$ cat config.mk
export PLATFORM = sky130hd
export DESIGN_NAME = int2float_arbiter
export DESIGN_NICKNAME = d
export VERILOG_FILES = /design/src/rtl/int2float_arbiter.sv
export SDC_FILE = /design/constraint.sdc
export NUM_CORES = 1
export LEC_CHECK = 0
export CORE_ASPECT_RATIO = 1.4
export CORE_UTILIZATION = 57
export CTS_BUF_LIST = sky130_fd_sc_hd__clkbuf_16
export CTS_CLUSTER_DIAMETER = 60
export DETAILED_ROUTE_END_ITERATION = 6
export PLACE_DENSITY_LB_ADDON = 0.12
export SLEW_MARGIN = 20
export SYNTH_ARGS = -nofsm -noshare
export SYNTH_HDL_FRONTEND = slang
export SYNTH_SLANG_ARGS = --single-unit
$ cat constraint.sdc
create_clock -name clk -period 6.3 [get_ports clk]
set_input_delay 0.63 -clock clk [delete_from_list [all_inputs] [get_ports clk]]
set_output_delay 0.63 -clock clk [all_outputs]
set_load 0.02 [all_outputs]
$ cat src/rtl/int2float_arbiter.sv
// int2float_arbiter: two-requester round-robin front end sharing one int32 -> IEEE-754 single converter.
// Latency: operand captured on the accept edge, result valid after the following edge (3-cycle issue interval).
// Backpressure: result is held stable until res_ready; no operand is accepted until the result is consumed.
//
// Ports:
//   clk, rst                    clock and async active-high reset
//   req0_valid/data/ready       requester 0 operand handshake
//   req1_valid/data/ready       requester 1 operand handshake
//   res_valid/data/id/ready     tagged result handshake
//   busy                        FSM not idle
//   conv_count                  results consumed since reset (wraps)

// Converter: combinational signed 32-bit integer to IEEE-754 single precision,
// round-to-nearest-even. Zero maps to +0.
module Converter (
  input  logic [31:0] number,
  output logic [31:0] float
);
  logic        sign;
  logic [31:0] mag;
  logic [30:0] norm;
  logic [4:0]  msb;
  logic [22:0] mant;
  logic        guard;
  logic        sticky;
  logic        round_up;
  logic [23:0] mant_rnd;
  logic [7:0]  exp_b;

  always_comb begin
    sign = number[31];
    // -2^31 negates to 0x80000000, which is the correct unsigned magnitude.
    mag  = sign ? (~number + 32'd1) : number;
    msb  = 5'd0;
    for (int i = 0; i < 32; i++) begin
      if (mag[i]) msb = 5'(i);
    end
    // Left-justify so the leading one would sit at bit 31 (dropped, it is implicit).
    norm     = mag[30:0] << (5'd31 - msb);
    mant     = norm[30:8];
    guard    = norm[7];
    sticky   = |norm[6:0];
    round_up = guard & (sticky | mant[0]);
    mant_rnd = {1'b0, mant} + {23'd0, round_up};
    // A mantissa carry-out bumps the exponent; the stored fraction is then zero.
    exp_b    = 8'd127 + {3'd0, msb} + {7'd0, mant_rnd[23]};
    if (mag == 32'd0) float = 32'd0;
    else              float = {sign, exp_b, mant_rnd[22:0]};
  end
endmodule

module int2float_arbiter #(
  parameter int CNT_W = 16
) (
  input  logic             clk,
  input  logic             rst,
  input  logic             req0_valid,
  input  logic [31:0]      req0_data,
  output logic             req0_ready,
  input  logic             req1_valid,
  input  logic [31:0]      req1_data,
  output logic             req1_ready,
  output logic             res_valid,
  output logic [31:0]      res_data,
  output logic             res_id,
  input  logic             res_ready,
  output logic             busy,
  output logic [CNT_W-1:0] conv_count
);
  typedef enum logic [1:0] {IDLE, CONVERT, HOLD} state_t;

  state_t      state;
  state_t      state_nxt;
  logic [31:0] operand;
  logic [31:0] conv_float;
  logic        op_id;
  logic        last_grant;
  logic        grant_vld;
  logic        grant_id;

  Converter u_conv (
    .number (operand),
    .float  (conv_float)
  );

  always_comb begin
    state_nxt  = state;
    grant_vld  = 1'b0;
    grant_id   = 1'b0;
    req0_ready = 1'b0;
    req1_ready = 1'b0;
    case (state)
      IDLE: begin
        grant_vld = req0_valid | req1_valid;
        // On a tie the requester not granted last time wins; otherwise the lone requester.
        grant_id  = (req0_valid & req1_valid) ? ~last_grant : req1_valid;
        req0_ready = grant_vld & ~grant_id;
        req1_ready = grant_vld &  grant_id;
        if (grant_vld) state_nxt = CONVERT;
      end
      CONVERT: state_nxt = HOLD;
      HOLD:    if (res_ready) state_nxt = IDLE;
      default: state_nxt = IDLE;
    endcase
  end

  always_ff @(posedge clk or posedge rst) begin
    if (rst) begin
      state      <= IDLE;
      operand    <= 32'd0;
      op_id      <= 1'b0;
      last_grant <= 1'b1;   // requester 0 wins the first tie
      res_valid  <= 1'b0;
      res_data   <= 32'd0;
      res_id     <= 1'b0;
      conv_count <= '0;
    end else begin
      state <= state_nxt;
      case (state)
        IDLE: begin
          if (grant_vld) begin
            operand    <= grant_id ? req1_data : req0_data;
            op_id      <= grant_id;
            last_grant <= grant_id;
          end
        end
        CONVERT: begin
          res_data  <= conv_float;
          res_id    <= op_id;
          res_valid <= 1'b1;
        end
        HOLD: begin
          if (res_ready) begin
            res_valid  <= 1'b0;
            conv_count <= conv_count + CNT_W'(1);
          end
        end
        default: ;
      endcase
    end
  end

  assign busy = (state != IDLE);
endmodule

==> flow_summary.toml, run 1 <==
[timing]
min_period_ns = 6.11
drv_slew = 0
setup_violations = 0
finClkSkew_ns = 0.0203
worstMarginPinSlew_ns = 0.901
period_share_pct = 97.0
rsz0062_at_grt = "true"
fmaxAchievable_mhz = 164
max_slew_margin_pct = 39.7
hold_viol = 0

[critical_path]
critPathSlowestCell = "or4_1"
critPathRequiredTime_ns = 6.54
criticalPathCategory = "reg -> reg"
worst-path-max-fanout = 10
start_kind = "flop"
rrSetupSlack_ns = 0.19
reg2reg_depth = 20
r2r-start = "operand[5]"
rr_endpoint = "res_data[25]"
slowest_delay_ns = 0.73
crit_buf_inv = 1
crit_chain = "or4_1 -> nor3_4 -> a211oi_1 -> or2_2 -> a2111oi_2 -> o21ai_2 -> buf_4 -> nand4_1 -> and3_1 -> o22ai_1 -> o211ai_1 -> o2bb2ai_1 -> nand2b_1 -> nand2b_1 -> nor2b_1 -> nand4_1 -> ha_1 -> and3_1 -> o21ai_0 -> nand2_1"
crit_family = "simple AND/OR/NAND/NOR gates"
endpoint_kind = "flop"
arrival_ns = 6.35

[cells_and_area]
nNetsFinal = 1446
fin_cells = 1573
syn_to_final_growth_pct = 24.4
drive_gt1_share_pct = 15.7

[routing]
ant_nets = 0
num_vias = 11327
wl_met1_mm = 12.7
first_pass_iters = 6
wl_per_cell_um = 24.2
routed_wl_mm = 38.0
drc = 0
route.met3.wl_mm = 3.86
avgViaCountPerCell = 7.20
dr_wl_met2_mm = 17.6
top_layer_used = "met5"
drtIter0Drc = 1106

[clocking]
cts_buffers = 9
root_buffer = "clkbuf_16"
cts.sinks = 86
clock_path_buffers = 2
cts_max_level = 3
clkTransAtPathRegs_ns = 0.07
clkLatencyLatePin_ns = 0.38
cts_tree = "done"

[synth]
synth.distinct_cells = 104
synth_area_leader_cell = "dfrtp_1"
synth_cells = 1234
syn_nets = 1309
ys_seq_area_share_pct = 23.1
syn_avg_cell_area_um2 = 7.55
netlist_area_mm2 = 0.00932
synth_common_cells = "nand2_1 (130), nor2_1 (122), dfrtp_1 (85)"
synthTopCellsByArea = "dfrtp_1 (23%), nand2_1 (5.2%), nor2_1 (4.9%)"
synth_most_common_cell = "nand2_1"
ys_ff_latch = 86
ys_dominant_reg_cell = "dfrtp_1"
synth-edff-count = 0
synth_warnings = 0
yosys.area.top_type_share_pct = 22.8
synth_async_sr_flop_share_pct = 100

[grt]
grt_pass1_wl_mm = 59.1
gr-usage-all-layers_pct = 46.6
grt-ovfl-total = 0
grt_max_degree = 87
antenna_found_initial = 4
grt_pass1_vias = 10877

[die]
die_w_um = 110
start_util_pct = 58.9
row_count = 54
die_area_mm2 = 0.0169
die_y_um = 153
ios = 122
core_area_mm2 = 0.0158

[worst_hold_path]
hp-start = "conv_count[15]"
whs_path_depth = 1
hp-class = "reg -> reg"
holdPathEnd = "conv_count[15]"

[placement]
portBuffers = 121
hpwl_mm = 27.9
place_inst = 1552
globalplace.congestion = 1.10

[status]
status = "completed"

[job]
maxCapViolations = 0
## final cells by class
class,instances,area (µm²)
Tap cell,196,245
Antenna cell,1,2.50
Clock inverter,7,73.8
Inverter,26,100
Clock buffer,9,225
Sequential cell,86,2150
Multi-Input combinational cell,1019,6750
Fill cell,1231,4210
Timing Repair Buffer,229,2050
## how the worst max path moves through the flow
| stage | startpoint | endpoint | slack, ns | cells past startpoint |
|---|---|---|---|---|
| CTS | operand[1] | res_data[25] | 0.18 | 23 |
| finish | operand[5] | res_data[25] | 0.19 | 20 |
| detailed placement | operand[1] | res_data[27] | -0.02 | 23 |
| floorplan | operand[0] | res_data[27] | 0.90 | 22 |
| global route | operand[1] | res_data[25] | -0.04 | 23 |
| global placement | operand[1] | res_data[25] | 0.08 | 22 |
## layer usage
layer	track usage [%]	vias up
met2	72.4	779
met3	21.2	287
met1	46.6	5227
met4	39.2	6
met5	0	-
li1	-	5028
## cell usage in the layout (no fill, tap or decap), types with 6 or more instances in the layout
cell type / n
o21ai_1: 14
xor2_1: 21
o31ai_1: 14
dfrtp_1: 85
a22oi_1: 14
nand3_1: 47
o22ai_1: 44
mux2_2: 12
a221oi_1: 11
o41ai_1: 6
or3_1: 7
o21ai_0: 75
clkbuf_16: 9
nand4_1: 30
nand2b_1: 13
or4_1: 6
nor4_1: 17
o221ai_1: 11
a32oi_1: 6
nor2_1: 118
a21o_1: 7
buf_4: 105
a31oi_1: 14
mux2i_1: 15
a22o_1: 7
nand2_1: 130
a221o_1: 7
and3_1: 12
and2_1: 10
a21oi_1: 63
a2bb2oi_1: 10
xnor2_1: 35
a211oi_1: 29
or2_2: 9
clkdlybuf4s50_1: 121
inv_1: 24
o211ai_1: 26
ha_1: 6
and4_1: 8
nor3_1: 22
## kinds of logic (layout without fill, tap and decap cells)
| kind of cell | count (synthesis) | count (layout) | share of synthesized area [%] |
|---|---|---|---|
| buffers and inverters | 129 | 271 | 6.16 |
| xor gates and xnor gates | 57 | 57 | 5.44 |
| and+or+nand+nor | 472 | 472 | 26.2 |
| DFF | 86 | 86 | 23.1 |
| muxes | 28 | 28 | 3.18 |
| other | 0 | 1 | 0 |
| adders and majority gates | 6 | 6 | 0.806 |
| AOI/OAI and AO/OA | 456 | 456 | 35.1 |
## sequential cells by signal (all words and copies together), names as in the netlist
name / cells
conv_count: 16
state: 2
res_data: 32
op_id: 1
last_grant: 1
res_valid: 1
operand: 32
res_id: 1
## metrics by stage
step | util (%) | hold slack (ns) | cell area (µm²) | worst slack (ns) | TNS, ns
global placement | 70.4 | 0.455 | 11100 | 0.0754 | 0
finish | 73.3 | 0.470 | 11600 | 0.191 | 0
CTS | 72.4 | 0.475 | 11400 | 0.180 | 0
detailed placement | 70.4 | 0.465 | 11100 | -0.0178 | -0.0293
floorplan | - | 0.462 | 9320 | 0.898 | 0
global route | 73.3 | 0.514 | 11600 | -0.0401 | -0.0550
## what timing repair did
item,CTS,global route
pin swaps,0,5
setup endpoints to repair,3,20
gates resized for setup,2,21
hold buffers,0,0
setup buffers,0,4
Power of run 1 is not shown: default switching activity piles up to over one toggle a cycle in this logic, so the estimate is an artifact.
==> inputs of run 2 (changes only) <==
--- a/config.mk
+++ b/config.mk
@@ -5,12 +5,12 @@
 export SDC_FILE = /design/constraint.sdc
 export NUM_CORES = 1
 export LEC_CHECK = 0
-export CORE_ASPECT_RATIO = 1.4
+export CORE_ASPECT_RATIO = 0.7
 export CORE_UTILIZATION = 57
 export CTS_BUF_LIST = sky130_fd_sc_hd__clkbuf_16
 export CTS_CLUSTER_DIAMETER = 60
 export DETAILED_ROUTE_END_ITERATION = 6
-export PLACE_DENSITY_LB_ADDON = 0.12
+export PLACE_DENSITY = 0.81
 export SLEW_MARGIN = 20
 export SYNTH_ARGS = -nofsm -noshare
 export SYNTH_HDL_FRONTEND = slang
==> flow_summary.toml, run 2 (synthesis gave the netlist of run 1 again) <==
[status]
status = "completed"

[cells_and_area]
syn_to_final_growth_pct = 24.4
largestRegisters = "operand x32, res_data x32, conv_count x16"
mostFrequentLayoutCells = "nand2_1 (130), clkdlybuf4s50_1 (121), nor2_1 (120)"
drive_gt1_share_pct = 15.7
nNetsFinal = 1437
fin_cells = 1588
final_common_cell = "nand2_1"

[timing]
min_period_ns = 6.14
hold_viol = 0
setup_violations = 0
fin_ws_ns = 0.160
worstMarginPinSlew_ns = 0.869
drv_slew = 0
max_slew_margin_pct = 42.1
fmaxAchievable_mhz = 163
period_share_pct = 97.5
finClkSkew_ns = 0.0141

[placement]
place_inst = 1564
place_ws_ns = 0.199
portBuffers = 121
hpwl_mm = 27.7
globalplace.congestion = 1.12

[grt]
gr-usage-all-layers_pct = 42.7
antenna_found_initial = 1
grt_pass1_vias = 10184
grt_max_degree = 61
grt_pass1_wl_mm = 55.9
grt-ovfl-total = 0

[job]
maxCapViolations = 0

[die]
die_w_um = 155
start_util_pct = 59.2
core_area_mm2 = 0.0157
ios = 122
die_area_mm2 = 0.0169
die_y_um = 109
row_count = 38

[clocking]
cts_tree = "done"
root_buffer = "clkbuf_16"
clkLatencyLatePin_ns = 0.36
cts_max_level = 3
clock_path_buffers = 2
clkTransAtPathRegs_ns = 0.08
cts.sinks = 86
cts_buffers = 9

[critical_path]
slowest_delay_ns = 0.50
critPathSlowestCell = "dfrtp_1"
worst-path-max-fanout = 18
endpoint_kind = "flop"
criticalPathCategory = "reg -> reg"
crit_buf_inv = 2
cp_common_cell = "buf_4"
start_kind = "flop"
crit_chain = "nor4_4 -> buf_4 -> and4_1 -> a2111oi_0 -> a31oi_1 -> a21oi_1 -> or3_1 -> buf_4 -> nor2_4 -> o311a_1 -> o22ai_1 -> o31ai_4 -> and3_1 -> ha_1 -> o211ai_1 -> nor4_2 -> nand4_2 -> or4_1 -> nand3_1"
arrival_ns = 6.44
critPathRequiredTime_ns = 6.60
crit_family = "simple AND/OR/NAND/NOR gates"

[routing]
drtIter0Drc = 1954
wl_per_cell_um = 22.7
first_pass_iters = 6
ant_nets = 0
routed_wl_mm = 36.0
drc = 0
num_vias = 11382
avgViaCountPerCell = 7.17

[worst_hold_path]
hp-class = "reg -> reg"
run 2: through the flow:
step / utilization (%) / area (µm²) / hold slack, ns / TNS, ns
floorplan: - / 9320 / 0.462 / 0
global placement: 70.4 / 11100 / 0.460 / 0
detailed placement: 70.4 / 11100 / 0.469 / 0
CTS: 72.3 / 11400 / 0.485 / 0
global route: 73.7 / 11600 / 0.504 / -0.0350
finish: 73.7 / 11600 / 0.478 / 0
run 2: final timing paths:
| check | start | endpoint | slack [ns] | cells after the start |
|---|---|---|---|---|
| worst max-delay path | operand[5] | res_data[20] | 0.16 | 19 |
| worst min-delay path | res_data[11] | res_data[11] | 0.48 | 2 |
| worst max register to register | operand[5] | res_data[20] | 0.16 | 19 |
| worst min register to register | res_data[11] | res_data[11] | 0.48 | 2 |
| max in group asynchronous | rst | res_data[7] | 4.59 | 3 |
| min in group asynchronous | rst | operand[21] | 0.58 | 2 |
run 2: cell type report:
type | instances | area [µm²]
timing repair buffer | 220 | 1990
fill | 1272 | 4140
clock buffer | 9 | 225
inverter | 26 | 98.8
multi-input combinational | 1019 | 6780
antenna | 1 | 2.50
sequential | 86 | 2150
clock inverter | 7 | 73.8
tap | 220 | 275
run 2: tightest hold or removal path, cell delays in order (launching register included):
cell,delay (ns)
dfrtp_1,0.34
nand2_1,0.04
o21ai_0,0.06
run 2: timing repair:
item,CTS,global route
buffers inserted,0,7
hold buffers,0,0
endpoints found under the hold margin,0,0
endpoints found under the setup margin,0,19
resized for setup,0,28
run 2: metal layers:
layer | share of wire [%] | track usage, %
met1 | 41 | 60.6
met2 | 40 | 59.6
met3 | 16 | 16.9
met4 | 2.2 | 10.3
met5 | 0.19 | 2.98
Power of run 2 is left out for the same reason.
==> inputs of run 3 (changes only) <==
--- a/config.mk
+++ b/config.mk
@@ -6,11 +6,12 @@
 export NUM_CORES = 1
 export LEC_CHECK = 0
 export CORE_ASPECT_RATIO = 0.7
-export CORE_UTILIZATION = 57
+export CORE_UTILIZATION = 30
 export CTS_BUF_LIST = sky130_fd_sc_hd__clkbuf_16
 export CTS_CLUSTER_DIAMETER = 60
 export DETAILED_ROUTE_END_ITERATION = 6
-export PLACE_DENSITY = 0.81
+export PLACE_DENSITY = 0.48
+export RECOVER_POWER = 100
 export SLEW_MARGIN = 20
 export SYNTH_ARGS = -nofsm -noshare
 export SYNTH_HDL_FRONTEND = slang
==> flow_summary.toml, run 3 (synthesis gave the netlist of run 1 again) <==
[grt]
grt_pass1_vias = 10460
grt_pass1_wl_mm = 63.0
gr-usage-all-layers_pct = 26.0
grt-ovfl-total = 0
grt_max_degree = 61
antenna_found_initial = 1

[critical_path]
start_kind = "flop"
rrSetupSlack_ns = 0.30
arrival_ns = 6.20
slowest_delay_ns = 0.47
critPathRequiredTime_ns = 6.51
endpoint_kind = "flop"
criticalPathCategory = "reg -> reg"
worst-path-max-fanout = 18
critPathSlowestCell = "dfrtp_1"
cp_common_cell = "buf_4"

[timing]
period_share_pct = 95.2
finClkSkew_ns = 0.0118
fmaxAchievable_mhz = 167
worstMarginPinSlew_ns = 2.90
drv_slew = 118
setup_violations = 0
max_slew_margin_pct = -95.2
holdWs_ns = 0.470
min_period_ns = 6.00
rsz0062_at_grt = "true"
hold_viol = 0

[routing]
ant_nets = 0
first_pass_iters = 6
avgViaCountPerCell = 6.00
wl_per_cell_um = 22.3
num_vias = 10919
drtIter0Drc = 1199
routed_wl_mm = 40.6
drc = 0

[cells_and_area]
nNetsFinal = 1478
mostFrequentLayoutCells = "buf_4 (131), nand2_1 (130), nor2_1 (121)"
final.fill_count = 3173
drive_gt1_share_pct = 17.3
syn_to_final_growth_pct = 30.0
largestRegisters = "operand x32, res_data x32, conv_count x16"
n_antenna_cell = 0
final_common_cell = "buf_4"

[die]
die_y_um = 149
die_w_um = 213
start_util_pct = 30.8
die_area_mm2 = 0.0318
core_area_mm2 = 0.0303
row_count = 53
ios = 122

[clocking]
cts_buffers = 9
cts_max_level = 3
cts_hold_buf = 0
root_buffer = "clkbuf_16"
clock_path_buffers = 2
cts_tree = "done"
cts.sinks = 86
clkTransAtPathRegs_ns = 0.07
clkLatencyLatePin_ns = 0.36

[worst_hold_path]
hp-class = "reg -> reg"

[placement]
portBuffers = 121
hpwl_mm = 32.2
globalplace.congestion = 1.06

[status]
status = "complete, but fails checks"
violations = "capacitance limit, slew limit"

[job]
maxCapViolations = 3
[run 3: layer usage]
layer	vias up	GRT usage [%]	routed length, µm
met5	-	1.72	69
met3	21	8.77	4420
met2	475	34.8	15900
met1	5327	39.4	19800
li1	5094	-	-
met4	2	4.39	359
[run 3: path summary, 6_finish.rpt]
check,startpoint,endpoint,depth (start not counted)
min in group asynchronous,rst,operand[27],2
worst min register to register,conv_count[15],conv_count[15],1
max in group asynchronous,rst,res_data[14],3
worst max-delay path,operand[1],res_data[27],27
worst max register to register,operand[1],res_data[27],27
worst min-delay path,conv_count[15],conv_count[15],1
[run 3: worst max-delay path: cells and delay by family, from the launching register on]
kind | cells | cell delay [ns]
AO/OA/AOI/OAI | 10 | 2.18
flip-flops | 1 | 0.47
XOR/XNOR | 1 | 0.10
AND/OR/NAND/NOR | 7 | 1.37
buffers and inverters | 7 | 1.26
adder cells (fa/ha/maj) | 2 | 0.45
[run 3: through the flow]
step                setup TNS, ns  setup slack (ns)  cells  cell area (µm²)  utilization [%]
global placement          -0.0491           -0.0491   1798            11700             38.6
finish                          0             0.304   1820            12100             40.0
detailed placement              0            0.0580   1798            11700             38.6
floorplan                       0             0.898   1234             9320                -
global route              -0.0317           -0.0122   1820            12100             40.0
CTS                             0             0.141   1814            12000             39.5
[run 3: timing repair]
item,CTS,global route
resized for setup,1,18
pin swaps,0,5
buffers inserted,0,6
endpoints found under the hold margin,0,0
endpoints found under the setup margin,1,13
[run 3: cell type report]
type,count,area [µm²],share of cell area [%]
flip-flops and latches,86,2150,17.8
clock buffers,9,225,1.86
well taps,412,515,4.26
inverters,26,101,0.837
clock inverters,7,53.8,0.444
repair buffers,261,2340,19.3
multi-input cells,1019,6720,55.5
Power of run 3 is left out for the same reason.
